## src/rtl/i2s_rx_tdm.sv

```systemverilog
// I2S / left-justified TDM serial audio receiver, fully in the clk domain.
// bck/lrck/din are oversampled; words are delivered per slot with channel index.
module i2s_rx_tdm #(
   parameter int WORD_SIZE   = 24,
   parameter int SLOT_SIZE   = 32,
   parameter int NUM_CH      = 2,
   parameter int SYNC_STAGES = 2
) (
   input  logic                 clk,
   input  logic                 rst_n,
   input  logic                 mode,
   input  logic                 bck,
   input  logic                 lrck,
   input  logic                 din,
   output logic [WORD_SIZE-1:0] dout,
   output logic [2:0]           dout_ch,
   output logic                 dout_valid,
   output logic                 sync_lock,
   output logic                 frame_err
);

   localparam int         FRAME     = NUM_CH * SLOT_SIZE;
   localparam logic [5:0] WORD_LAST = 6'(WORD_SIZE - 1);
   localparam logic [5:0] SLOT_LAST = 6'(SLOT_SIZE - 1);
   localparam logic [3:0] NCH       = 4'(NUM_CH);
   localparam logic [9:0] FRAME_LEN = 10'(FRAME);
   localparam logic [9:0] FRAME_OVR = 10'(FRAME + 1);

   logic [SYNC_STAGES-1:0] bck_sync, lrck_sync, din_sync;
   logic                   bck_s, lrck_s, din_s;
   logic                   bck_prev, lrck_q;
   logic                   rise, lrck_fall;
   logic [9:0]             fcnt, fcnt_inc, nxt_fcnt;
   logic [5:0]             pos, nxt_pos, cap_pos;
   logic [3:0]             slot, nxt_slot, cap_slot;
   logic                   cap_en, cap_bit, cap_last;
   logic                   nxt_lock, err;
   logic [WORD_SIZE-1:0]   shreg;
   logic                   word_done;
   logic [2:0]             word_ch;

   assign bck_s     = bck_sync[SYNC_STAGES-1];
   assign lrck_s    = lrck_sync[SYNC_STAGES-1];
   assign din_s     = din_sync[SYNC_STAGES-1];
   assign rise      = bck_s & ~bck_prev;
   assign lrck_fall = lrck_q & ~lrck_s;
   assign fcnt_inc  = fcnt + 10'd1;

   // In I2S mode the rise that sees the lrck fall still carries the previous
   // frame's last bit; in left-justified mode it is bit 0 of the new frame.
   always_comb begin
      cap_en   = 1'b0;
      cap_pos  = pos;
      cap_slot = slot;
      nxt_pos  = pos;
      nxt_slot = slot;
      nxt_fcnt = fcnt;
      nxt_lock = sync_lock;
      err      = 1'b0;
      if (rise) begin
         if (lrck_fall) begin
            nxt_fcnt = '0;
            nxt_lock = 1'b1;
            nxt_slot = '0;
            err      = sync_lock && (fcnt_inc != FRAME_LEN);
            if (mode) begin
               cap_en   = 1'b1;
               cap_pos  = '0;
               cap_slot = '0;
               nxt_pos  = 6'd1;
            end else begin
               cap_en  = sync_lock;
               nxt_pos = '0;
            end
         end else if (sync_lock) begin
            if (fcnt_inc == FRAME_OVR) begin
               err      = 1'b1;
               nxt_lock = 1'b0;
               nxt_fcnt = '0;
            end else begin
               nxt_fcnt = fcnt_inc;
               cap_en   = 1'b1;
               if (pos == SLOT_LAST) begin
                  nxt_pos = '0;
                  if (slot != NCH)
                     nxt_slot = slot + 4'd1;
               end else begin
                  nxt_pos = pos + 6'd1;
               end
            end
         end
      end
   end

   assign cap_bit  = cap_en && (cap_slot < NCH) && (cap_pos <= WORD_LAST);
   assign cap_last = cap_bit && (cap_pos == WORD_LAST);

   always_ff @(posedge clk or negedge rst_n) begin
      if (!rst_n) begin
         bck_sync   <= '0;
         lrck_sync  <= '0;
         din_sync   <= '0;
         bck_prev   <= 1'b0;
         lrck_q     <= 1'b0;
         fcnt       <= '0;
         pos        <= '0;
         slot       <= '0;
         sync_lock  <= 1'b0;
         frame_err  <= 1'b0;
         shreg      <= '0;
         word_done  <= 1'b0;
         word_ch    <= '0;
         dout       <= '0;
         dout_ch    <= '0;
         dout_valid <= 1'b0;
      end else begin
         bck_sync   <= {bck_sync[SYNC_STAGES-2:0], bck};
         lrck_sync  <= {lrck_sync[SYNC_STAGES-2:0], lrck};
         din_sync   <= {din_sync[SYNC_STAGES-2:0], din};
         bck_prev   <= bck_s;
         if (rise)
            lrck_q <= lrck_s;
         fcnt       <= nxt_fcnt;
         pos        <= nxt_pos;
         slot       <= nxt_slot;
         sync_lock  <= nxt_lock;
         frame_err  <= err;
         if (cap_bit)
            shreg <= {shreg[WORD_SIZE-2:0], din_s};
         word_done  <= cap_last;
         if (cap_last)
            word_ch <= cap_slot[2:0];
         dout_valid <= word_done;
         if (word_done) begin
            dout    <= shreg;
            dout_ch <= word_ch;
         end
      end
   end

endmodule

```

## config.mk

```make
export PLATFORM = sky130hd
export DESIGN_NAME = i2s_rx_tdm
export DESIGN_NICKNAME = d
export VERILOG_FILES = /design/src/rtl/i2s_rx_tdm.sv
export SDC_FILE = /design/constraint.sdc
export NUM_CORES = 1
export LEC_CHECK = 0
export CORE_ASPECT_RATIO = 0.8
export CORE_MARGIN = 2
export CORE_UTILIZATION = 47
export CTS_CLUSTER_SIZE = 40
export DETAILED_ROUTE_END_ITERATION = 8
export GPL_ROUTABILITY_DRIVEN = 0
export PLACE_DENSITY_LB_ADDON = 0.12
export SLEW_MARGIN = 40
export SYNTH_ARGS = -nofsm -noshare
export SYNTH_HDL_FRONTEND = slang
export SYNTH_SLANG_ARGS = --single-unit
```

## constraint.sdc

```tcl
create_clock -name clk -period 2.1 [get_ports clk]
set_input_delay 0.63 -clock clk [delete_from_list [all_inputs] [get_ports clk]]
set_output_delay 0.63 -clock clk [all_outputs]
set_load 0.005 [all_outputs]
```

**Word-level counts from Yosys, hierarchy flattened**

Index checks and enable logic that the tools add are counted.

- $add $sub $neg: 3
- Order comparisons: 2
- Equality and inequality tests: 6
- Mux-type cells: 29
- Bitwise logic cells: 4
- Reduce and logical (&&, ||, !) cells: 10

Operators by type and width:

| operator | count |
|---|---|
| $mux 6 | 7 |
| $mux 4 | 8 |
| $mux 10 | 3 |
| $eq 6x5->1 const B | 2 |
| $mux 1 | 11 |
| $add 10x1->10 const B | 1 |
| $eq 10x7->1 const B | 1 |
| $ne 10x7->1 const B | 1 |
| $add 6x1->6 const B | 1 |
| $le 6x5->1 const B | 1 |
| $reduce_bool 2->1 | 3 |
| $reduce_and 5->1 | 1 |
| $add 4x1->4 const B | 1 |
| $logic_and 1x1->1 | 4 |
| $lt 4x2->1 const B | 1 |
| $ne 4x2->1 const B | 1 |
| $reduce_and 3->1 | 1 |
| $and 1x1->1 | 2 |
| $ne 2x2->1 const B | 1 |
| $not 1->1 | 2 |
| $reduce_and 2->1 | 1 |

- Register bits: 86
- Bits of input ports: 6
- Logic and storage cells: 70

**Longest topological paths before layout**

Gate-level depths: netlist of run 1.

- Depth after elaboration: 9
- Mapped depth: 8
- Gate-level depth less buffers: 7

**Least setup slack after synthesis of run 1**

Ideal clock, no wire load.

- Kind: register to register
- Start point: register fcnt[0]
- End point: register pos[0]
- Library setup time: 0.125 ns
- Data arrival time: 2.111 ns
- Required time: 1.975 ns
- Slack: -0.136 ns
- Cell stages (with the launch flop): 9
- Path buffers: 1
- Clock period less this slack: 2.236 ns
- Cell sequence: dfrtp_1 -> ha_1 -> nand3_2 -> nor3_2 -> nor3_1 -> o211ai_4 -> and2_1 -> buf_2 -> mux2_4

- Longest elaborated chain between the ends: 4

Ends and longest elaborated chain:

| what | line | RTL |
|---|---|---|
| start, declared | 33 | `logic [9:0] fcnt, fcnt_inc, nxt_fcnt;` |
| start signal, assigned | 123 | `fcnt <= nxt_fcnt;` |
| $add 10x1->10 | 47 | `assign fcnt_inc = fcnt + 10'd1;` |
| $eq 10x7->1 | 76 | `if (fcnt_inc == FRAME_OVR) begin` |
| $ne 2x2->1 (no source line) | -- |  |
| $reduce_and 3->1 (no source line) | -- |  |
| end signal, assigned | 124 | `pos <= nxt_pos;` |
| end, declared | 34 | `logic [5:0] pos, nxt_pos, cap_pos;` |

Every way passes these cells.
A chain may end at the register's enable or synchronous reset.

**Final worst setup path of run 1**

- Start point: register fcnt[4]
- End point: register shreg[7]

- Longest elaborated chain between the ends: 8

Ends and longest elaborated chain:

| what | line | RTL |
|---|---|---|
| $add 10x1->10 | 47 |  |
| $eq 10x7->1 | 76 |  |
| $mux 1 | 76 |  |
| $mux 1 | 75 | `end else if (sync_lock) begin` |
| $mux 1 | 61 | `if (lrck_fall) begin` |
| $mux 1 | 60 | `if (rise) begin` |
| $logic_and 1x1->1 (2 in series) | 95 | `assign cap_bit = cap_en && (cap_slot < NCH) && (cap_pos <= WORD_LAST);` |
| end signal, assigned | 129 | `shreg <= {shreg[WORD_SIZE-2:0], din_s};` |
| end, declared | 38 | `logic [WORD_SIZE-1:0] shreg;` |

Every way passes these cells.

==> results of run 1 <==
report_power, final:
part	internal [mW]	switching, mW	leakage (nW)
Combinational	0.381	0.338	1.04
Sequential	1.80	0.153	1.16
Clock	0.449	0.629	0.0854
Total	2.63	1.12	2.28
cell families (layout without fill, tap and decap cells):
kind of cell               after synthesis  count (layout)  share of synthesized area
DFF                                     86              86                      0.554
xor gates and xnor gates                 2               2                    0.00451
and+or+nand+nor                         90              90                      0.124
muxes                                   54              54                      0.177
buffers and inverters                   22              96                     0.0264
AOI/OAI and AO/OA                       50              50                     0.0944
adders and majority gates                6               6                     0.0193
through the flow:
step	cells	power (mW)	utilization	hold WS, ns
2_1_floorplan	310	2.32	-	0.331
3_3_place_gp	471	2.58	0.572	0.332
3_5_place_dp	471	2.60	0.572	0.339
4_1_cts	491	3.76	0.604	0.201
5_1_grt	492	3.93	0.613	0.212
6_report	492	3.75	0.613	0.195
worst min-delay path by stage:
stage	end	startpoint	slack [ns]
after floorplan	bck_prev$_DFF_PN0_	rst_n	0.33
after CTS	fcnt[3]$_DFFE_PN0P_	rst_n	0.20
after global placement	bck_sync[1]$_DFF_PN0_	bck_sync[0]$_DFF_PN0_	0.33
after detailed placement	bck_sync[1]$_DFF_PN0_	bck_sync[0]$_DFF_PN0_	0.34
final	fcnt[3]$_DFFE_PN0P_	rst_n	0.19
after global routing	dout[17]$_DFFE_PN0P_	rst_n	0.21
synthesized netlist by cell type (4+ instances only):
master / count / area (um2)
sky130_fd_sc_hd__dfrtp_1: 86 / 2150
sky130_fd_sc_hd__mux2_2: 32 / 360
sky130_fd_sc_hd__nand2_1: 29 / 109
sky130_fd_sc_hd__mux2_4: 21 / 315
sky130_fd_sc_hd__nor2_1: 11 / 41.3
sky130_fd_sc_hd__a21oi_1: 10 / 50.1
sky130_fd_sc_hd__nand3_1: 10 / 50.1
sky130_fd_sc_hd__o21ai_0: 10 / 50.1
sky130_fd_sc_hd__clkbuf_1: 8 / 30.0
sky130_fd_sc_hd__inv_1: 8 / 30.0
sky130_fd_sc_hd__nor3_1: 7 / 35.0
sky130_fd_sc_hd__ha_1: 6 / 75.1
sky130_fd_sc_hd__and3_1: 5 / 31.3
sky130_fd_sc_hd__nand4_1: 5 / 31.3
sky130_fd_sc_hd__a41o_1: 4 / 40.0
sky130_fd_sc_hd__and2_1: 4 / 25.0
sky130_fd_sc_hd__o31ai_1: 4 / 30.0
final cells by class:
| cell class | instances | area share |
|---|---|---|
| clock buffers | 10 | 0.0261 |
| repair buffers | 72 | 0.138 |
| inverters | 8 | 0.00614 |
| multi-input cells | 202 | 0.351 |
| clock inverters | 6 | 0.0107 |
| flip-flops and latches | 86 | 0.441 |
| well taps | 108 | 0.0276 |
registers in the layout, summed over array words and instances, names as in the netlist, 3 cells and up:
name,flops
dout,24
shreg,24
fcnt,10
pos,6
slot,4
dout_ch,3
word_ch,3
layout by cell type (no fill, tap or decap), drive strengths merged, types with 2 or more instances in the layout:
cell type / instances
inv: 11
nor2: 11
a22o: 2
and3: 5
nor3: 8
and4b: 2
and2: 4
a21o: 3
o31ai: 4
clkdlybuf4s50: 34
nand2b: 3
o2111ai: 3
a31oi: 2
nor2b: 2
o21ai: 10
nand2: 30
a31o: 3
buf: 38
clkinvlp: 2
nand3: 12
o311ai: 2
mux2: 53
ha: 6
a41o: 4
nand4: 5
dfrtp: 86
a21oi: 10
clkbuf: 10
critical path, cell delays in order (launching register included):
cell and delay [ns]:
sky130_fd_sc_hd__dfrtp_1 0.44, sky130_fd_sc_hd__inv_1 0.16, sky130_fd_sc_hd__nor3_2 0.23, sky130_fd_sc_hd__and4b_4 0.24, sky130_fd_sc_hd__buf_6 0.12, sky130_fd_sc_hd__o211ai_4 0.25, sky130_fd_sc_hd__nand2_4 0.10, sky130_fd_sc_hd__buf_12 0.18
sky130_fd_sc_hd__mux2_4 0.31
what timing repair did:
item | CTS | global route
resized for setup | 8 | 14
pin swaps | 0 | 5
buffers inserted | 4 | 1
setup endpoints to repair | 31 | 39
cloned | 0 | 0
routing by layer:
layer	global-route usage	vias to the layer above
met2	0.265	77
met3	0.0522	11
met1	0.266	1319
li1	-	1266
met4	0.0490	0
met5	0	-
==> results.sh, run 1 <==
export IMPL_cts_made_buffers=9
export IMPL_yosys_most_used_dff="sky130_fd_sc_hd__dfrtp_1"
export IMPL_rows=29
export IMPL_crit_path_start_kind="flop"
export IMPL_pre_cts_ws_ns=-0.122
export IMPL_final_seq_area_um2=2160
export IMPL_rsz0062_at_grt="true"
export IMPL_worst_setup_path_end_kind="flop"
export IMPL_io_pins=36
export IMPL_yosys_warnings=0
export IMPL_grt_use_total=0.181
export IMPL_drtIter0Drc=131
export IMPL_via_per_inst=5.43
export IMPL_routed_wire_length_mm=7.80
export IMPL_achievable_frequency_mhz=469
export IMPL_first_global_vias=2615
export IMPL_period_minus_slack_ns=2.13
export IMPL_final_fill_count=662
export IMPL_place_hpwl_mm=5.32
export IMPL_post_drt_wl_per_cell_um=15.9
export IMPL_worst_ep_arrival_time_ns=2.37
export IMPL_die_height_um=85.3
export IMPL_area_growth_synth_to_final_pct=25.9
export IMPL_finClkSkew_ns=0.00911
export IMPL_r2r_cells=8
export IMPL_area_of_the_placeable_core_um2=7980
export IMPL_postCtsHoldBufs=0
export IMPL_numPortBuffers=35
export IMPL_detailroute_via_count=2673
export IMPL_critical_path_reg2reg_endpoint="shreg[7]$_DFFE_PN0P_"
export IMPL_synth_async_reset_ratio=1.00
export IMPL_cts_num_sinks=86
export IMPL_syn_avg_cell_area_um2=12.5
export IMPL_max_slew_margin_rel=0.629
export IMPL_setup_violations_final=20
export IMPL_cts_root_buffer="sky130_fd_sc_hd__clkbuf_8"
export IMPL_setup_total_negative_slack_ns=-0.373
export IMPL_max_clock_path_buffers=2
export IMPL_clkLatencyLatePin_ns=0.36
export IMPL_dieArea_um2=9010
export IMPL_tightest_pin_transition_ns=0.549
export IMPL_tritoncts="built"
export IMPL_postSynthCellCount=310
export IMPL_ir_drop_mv=0.594
export IMPL_routedLengthMet1_mm=3.71
export IMPL_r2r_slack_ns=-0.03
export IMPL_cts_clk_slew_worst_paths_ns=0.09
export IMPL_multi_input_area_um2=1720
export IMPL_ys_seq_elements=86
export IMPL_timing_hold_violations_final=0
export IMPL_post_synthesis_cell_area_um2=3880
export IMPL_critPathKind="reg2reg"
export IMPL_dpl_cell_area_um2=4570
export IMPL_grt_max_degree=37
export IMPL_layout_drive_gt1_share=0.341
export IMPL_edff_count_synth=0
export IMPL_outcome="complete, but fails checks"
export IMPL_num_nets_final=391
export IMPL_initial_utilization=0.486
export IMPL_n_antenna_cell=0
export IMPL_mappedNetlistNets=322
export IMPL_drt_pass1_iterations=4
export IMPL_hold_class="in2async"
export IMPL_timing_critical_path_from="fcnt[4]$_DFFE_PN0P_"
export IMPL_dieWidth_um=106
export IMPL_wp_data_required_ns=2.34
export IMPL_path_max_fanout=19
export IMPL_highest_signal_layer="met4"
export IMPL_setup_ws_ns=-0.0334
export IMPL_cap_violations=0
export IMPL_grt_overflow=0
export IMPL_final_design_area_no_fill_um2=4890
export IMPL_cp_endpoint="shreg[7]$_DFFE_PN0P_"
export IMPL_route_met3_wl_um=437
export IMPL_r2r_start="fcnt[4]$_DFFE_PN0P_"
export IMPL_drt_antenna_net_count=0
export IMPL_min_period_over_period=1.02
export IMPL_failed_checks="negative setup slack"
export IMPL_wl_met2_mm=3.54
export IMPL_htreeDepth=3
export IMPL_synth_cell_types=52
export IMPL_drt_drc_violations_left=0
export IMPL_power_per_cell_area_nw_per_um2=766
export IMPL_grt_first_pass_wirelength_mm=12.8
export IMPL_ys_seq_area_frac=0.554
export IMPL_antenna_found_initial=0
export IMPL_timing_max_transition_violations_final=0
export IMPL_p_leak_nw=2.28
Note: power is estimated with default switching activity, not from simulation.
==> inputs of run 2 (changes only) <==
--- a/config.mk
+++ b/config.mk
@@ -16,3 +16,4 @@
 export SYNTH_ARGS = -nofsm -noshare
 export SYNTH_HDL_FRONTEND = slang
 export SYNTH_SLANG_ARGS = --single-unit
+export TNS_END_PERCENT = 5
==> results.sh, run 2 (synthesis results as in run 1) <==
export IMPL_outcome="complete, but fails checks"
export IMPL_failed_checks="negative setup slack"
export IMPL_net_switching_component_of_the_power_mw=1.12
export IMPL_num_nets_final=389
export IMPL_drt_antenna_net_count=0
export IMPL_power_switching_share=0.299
export IMPL_cts_clk_slew_worst_paths_ns=0.09
export IMPL_worst_ep_arrival_time_ns=2.38
export IMPL_final_fill_count=662
export IMPL_initial_utilization=0.486
export IMPL_r2r_start="fcnt[3]$_DFFE_PN0P_"
export IMPL_critPathKind="reg2reg"
export IMPL_r2r_cells=8
export IMPL_cp_endpoint="shreg[5]$_DFFE_PN0P_"
export IMPL_power_frac_seq=0.523
export IMPL_cap_violations=0
export IMPL_power_frac_comb=0.189
export IMPL_dieArea_um2=9010
export IMPL_io_pins=36
export IMPL_cp_max_stage_cell="sky130_fd_sc_hd__dfrtp_2"
export IMPL_grt_first_pass_wirelength_mm=12.8
export IMPL_detailroute_via_count=2649
export IMPL_numPortBuffers=35
export IMPL_post_drt_wl_per_cell_um=15.8
export IMPL_drt_drc_violations_left=0
export IMPL_crit_path_start_kind="flop"
export IMPL_dieWidth_um=106
export IMPL_cp_cell_sequence="nand4_1 -> nor3_2 -> and4b_4 -> buf_6 -> o211ai_4 -> nand2_4 -> clkbuf_16 -> mux2_4"
export IMPL_critPathBufInv=2
export IMPL_ir_drop_mv=0.590
export IMPL_grt_use_total=0.180
export IMPL_timing_hold_violations_final=0
export IMPL_cts_root_buffer="sky130_fd_sc_hd__clkbuf_8"
export IMPL_cts_num_sinks=86
export IMPL_place_hpwl_mm=5.32
export IMPL_achievable_frequency_mhz=467
export IMPL_finClkSkew_ns=0.00891
export IMPL_tritoncts="built"
export IMPL_drt_pass1_iterations=4
export IMPL_grt_overflow=0
export IMPL_cts_made_buffers=9
export IMPL_n_antenna_cell=0
export IMPL_worst_path_largest_cell_delay_ns=0.43
export IMPL_max_clock_path_buffers=2
export IMPL_clkLatencyLatePin_ns=0.36
export IMPL_worst_setup_path_end_kind="flop"
export IMPL_reg_largest_list="dout (24), shreg (24), fcnt (10)"
export IMPL_antenna_found_initial=0
export IMPL_power_report_internal_total_mw=2.62
export IMPL_r2r_slack_ns=-0.04
export IMPL_tightest_pin_transition_ns=0.557
export IMPL_path_max_fanout=9
export IMPL_grt_max_degree=37
export IMPL_power_per_cell_area_nw_per_um2=770
export IMPL_dpl_cell_area_um2=4570
export IMPL_p_leak_nw=2.27
export IMPL_rsz0062_at_grt="true"
export IMPL_die_height_um=85.3
export IMPL_wp_data_required_ns=2.34
export IMPL_setup_total_negative_slack_ns=-0.512
export IMPL_period_minus_slack_ns=2.14
export IMPL_rows=29
export IMPL_setup_violations_final=24
export IMPL_layout_drive_gt1_share=0.327
export IMPL_routed_wire_length_mm=7.76
export IMPL_htreeDepth=3
export IMPL_drtIter0Drc=143
export IMPL_timing_max_transition_violations_final=0
export IMPL_worst_path_stages=8
export IMPL_first_global_vias=2593
export IMPL_final_common_cell="sky130_fd_sc_hd__dfrtp_1"
export IMPL_share_clk_of_total_power=0.289
export IMPL_mostFrequentLayoutCells="sky130_fd_sc_hd__dfrtp_1, sky130_fd_sc_hd__clkdlybuf4s50_1, sky130_fd_sc_hd__mux2_2"
export IMPL_timing_critical_path_from="fcnt[3]$_DFFE_PN0P_"
export IMPL_area_growth_synth_to_final_pct=25.0
export IMPL_power_total_mw=3.74
export IMPL_area_of_the_placeable_core_um2=7980
export IMPL_min_period_over_period=1.02
export IMPL_setup_ws_ns=-0.0394
export IMPL_max_slew_margin_rel=0.625
export IMPL_critical_path_reg2reg_endpoint="shreg[5]$_DFFE_PN0P_"
export IMPL_hold_class="in2async"
export IMPL_critical_path_top_delay_family="simple AND/OR/NAND/NOR gates"
export IMPL_final_design_area_no_fill_um2=4850
export IMPL_via_per_inst=5.41
run 2: changes by cell type in the layout (fill, tap and decap cells not counted), sizes merged:
cell,before,now
clkbuf,10,11
buf,38,35
run 2: final cells by class:
cell class | count | area, um2 | area share
clock inverters | 6 | 52.6 | 0.0108
flip-flops and latches | 86 | 2160 | 0.445
clock buffers | 10 | 128 | 0.0263
repair buffers | 70 | 661 | 0.136
multi-input cells | 202 | 1690 | 0.348
well taps | 108 | 135 | 0.0278
inverters | 8 | 30.0 | 0.00619
run 2: worst min path at each step:
stage | start | end | cells after the start
final | rst_n | fcnt[3]$_DFFE_PN0P_ | 1
after global routing | rst_n | fcnt[3]$_DFFE_PN0P_ | 1
after CTS | rst_n | fcnt[3]$_DFFE_PN0P_ | 1
after detailed placement | bck_sync[0]$_DFF_PN0_ | bck_sync[1]$_DFF_PN0_ | 0
after global placement | bck_sync[0]$_DFF_PN0_ | bck_sync[1]$_DFF_PN0_ | 0
after floorplan | rst_n | bck_prev$_DFF_PN0_ | 0
run 2: power by group through the flow:
stage	clock network, mW	logic, mW	registers (mW)
2_1_floorplan	0	0.377	1.95
3_3_place_gp	0	0.608	1.97
3_5_place_dp	0	0.629	1.97
4_1_cts	1.12	0.657	1.94
5_1_grt	1.18	0.767	1.98
6_report	1.08	0.705	1.95
run 2: metrics by stage:
step	utilization	setup slack (ns)	hold slack, ns	std cells
floorplan	-	0.0258	0.331	310
global placement	0.572	-0.0906	0.332	471
detailed placement	0.572	-0.122	0.339	471
CTS	0.599	-0.0628	0.201	488
global route	0.608	-0.161	0.211	490
finish	0.608	-0.0394	0.193	490
run 2: per-layer routing:
| metal | global-route usage | part of all wire |
|---|---|---|
| met3 | 0.0515 | 0.047 |
| met2 | 0.262 | 0.44 |
| met1 | 0.266 | 0.50 |
| met4 | 0.0514 | 0.0086 |
| met5 | 0 | 0 |
run 2: what timing repair did:
action	in CTS	in global routing
cloned	0	1
hold endpoints to repair	0	0
gates resized for setup	6	7
setup endpoints to repair	31	40
buffers inserted	1	1
pin swaps	0	2
hold buffers	0	0
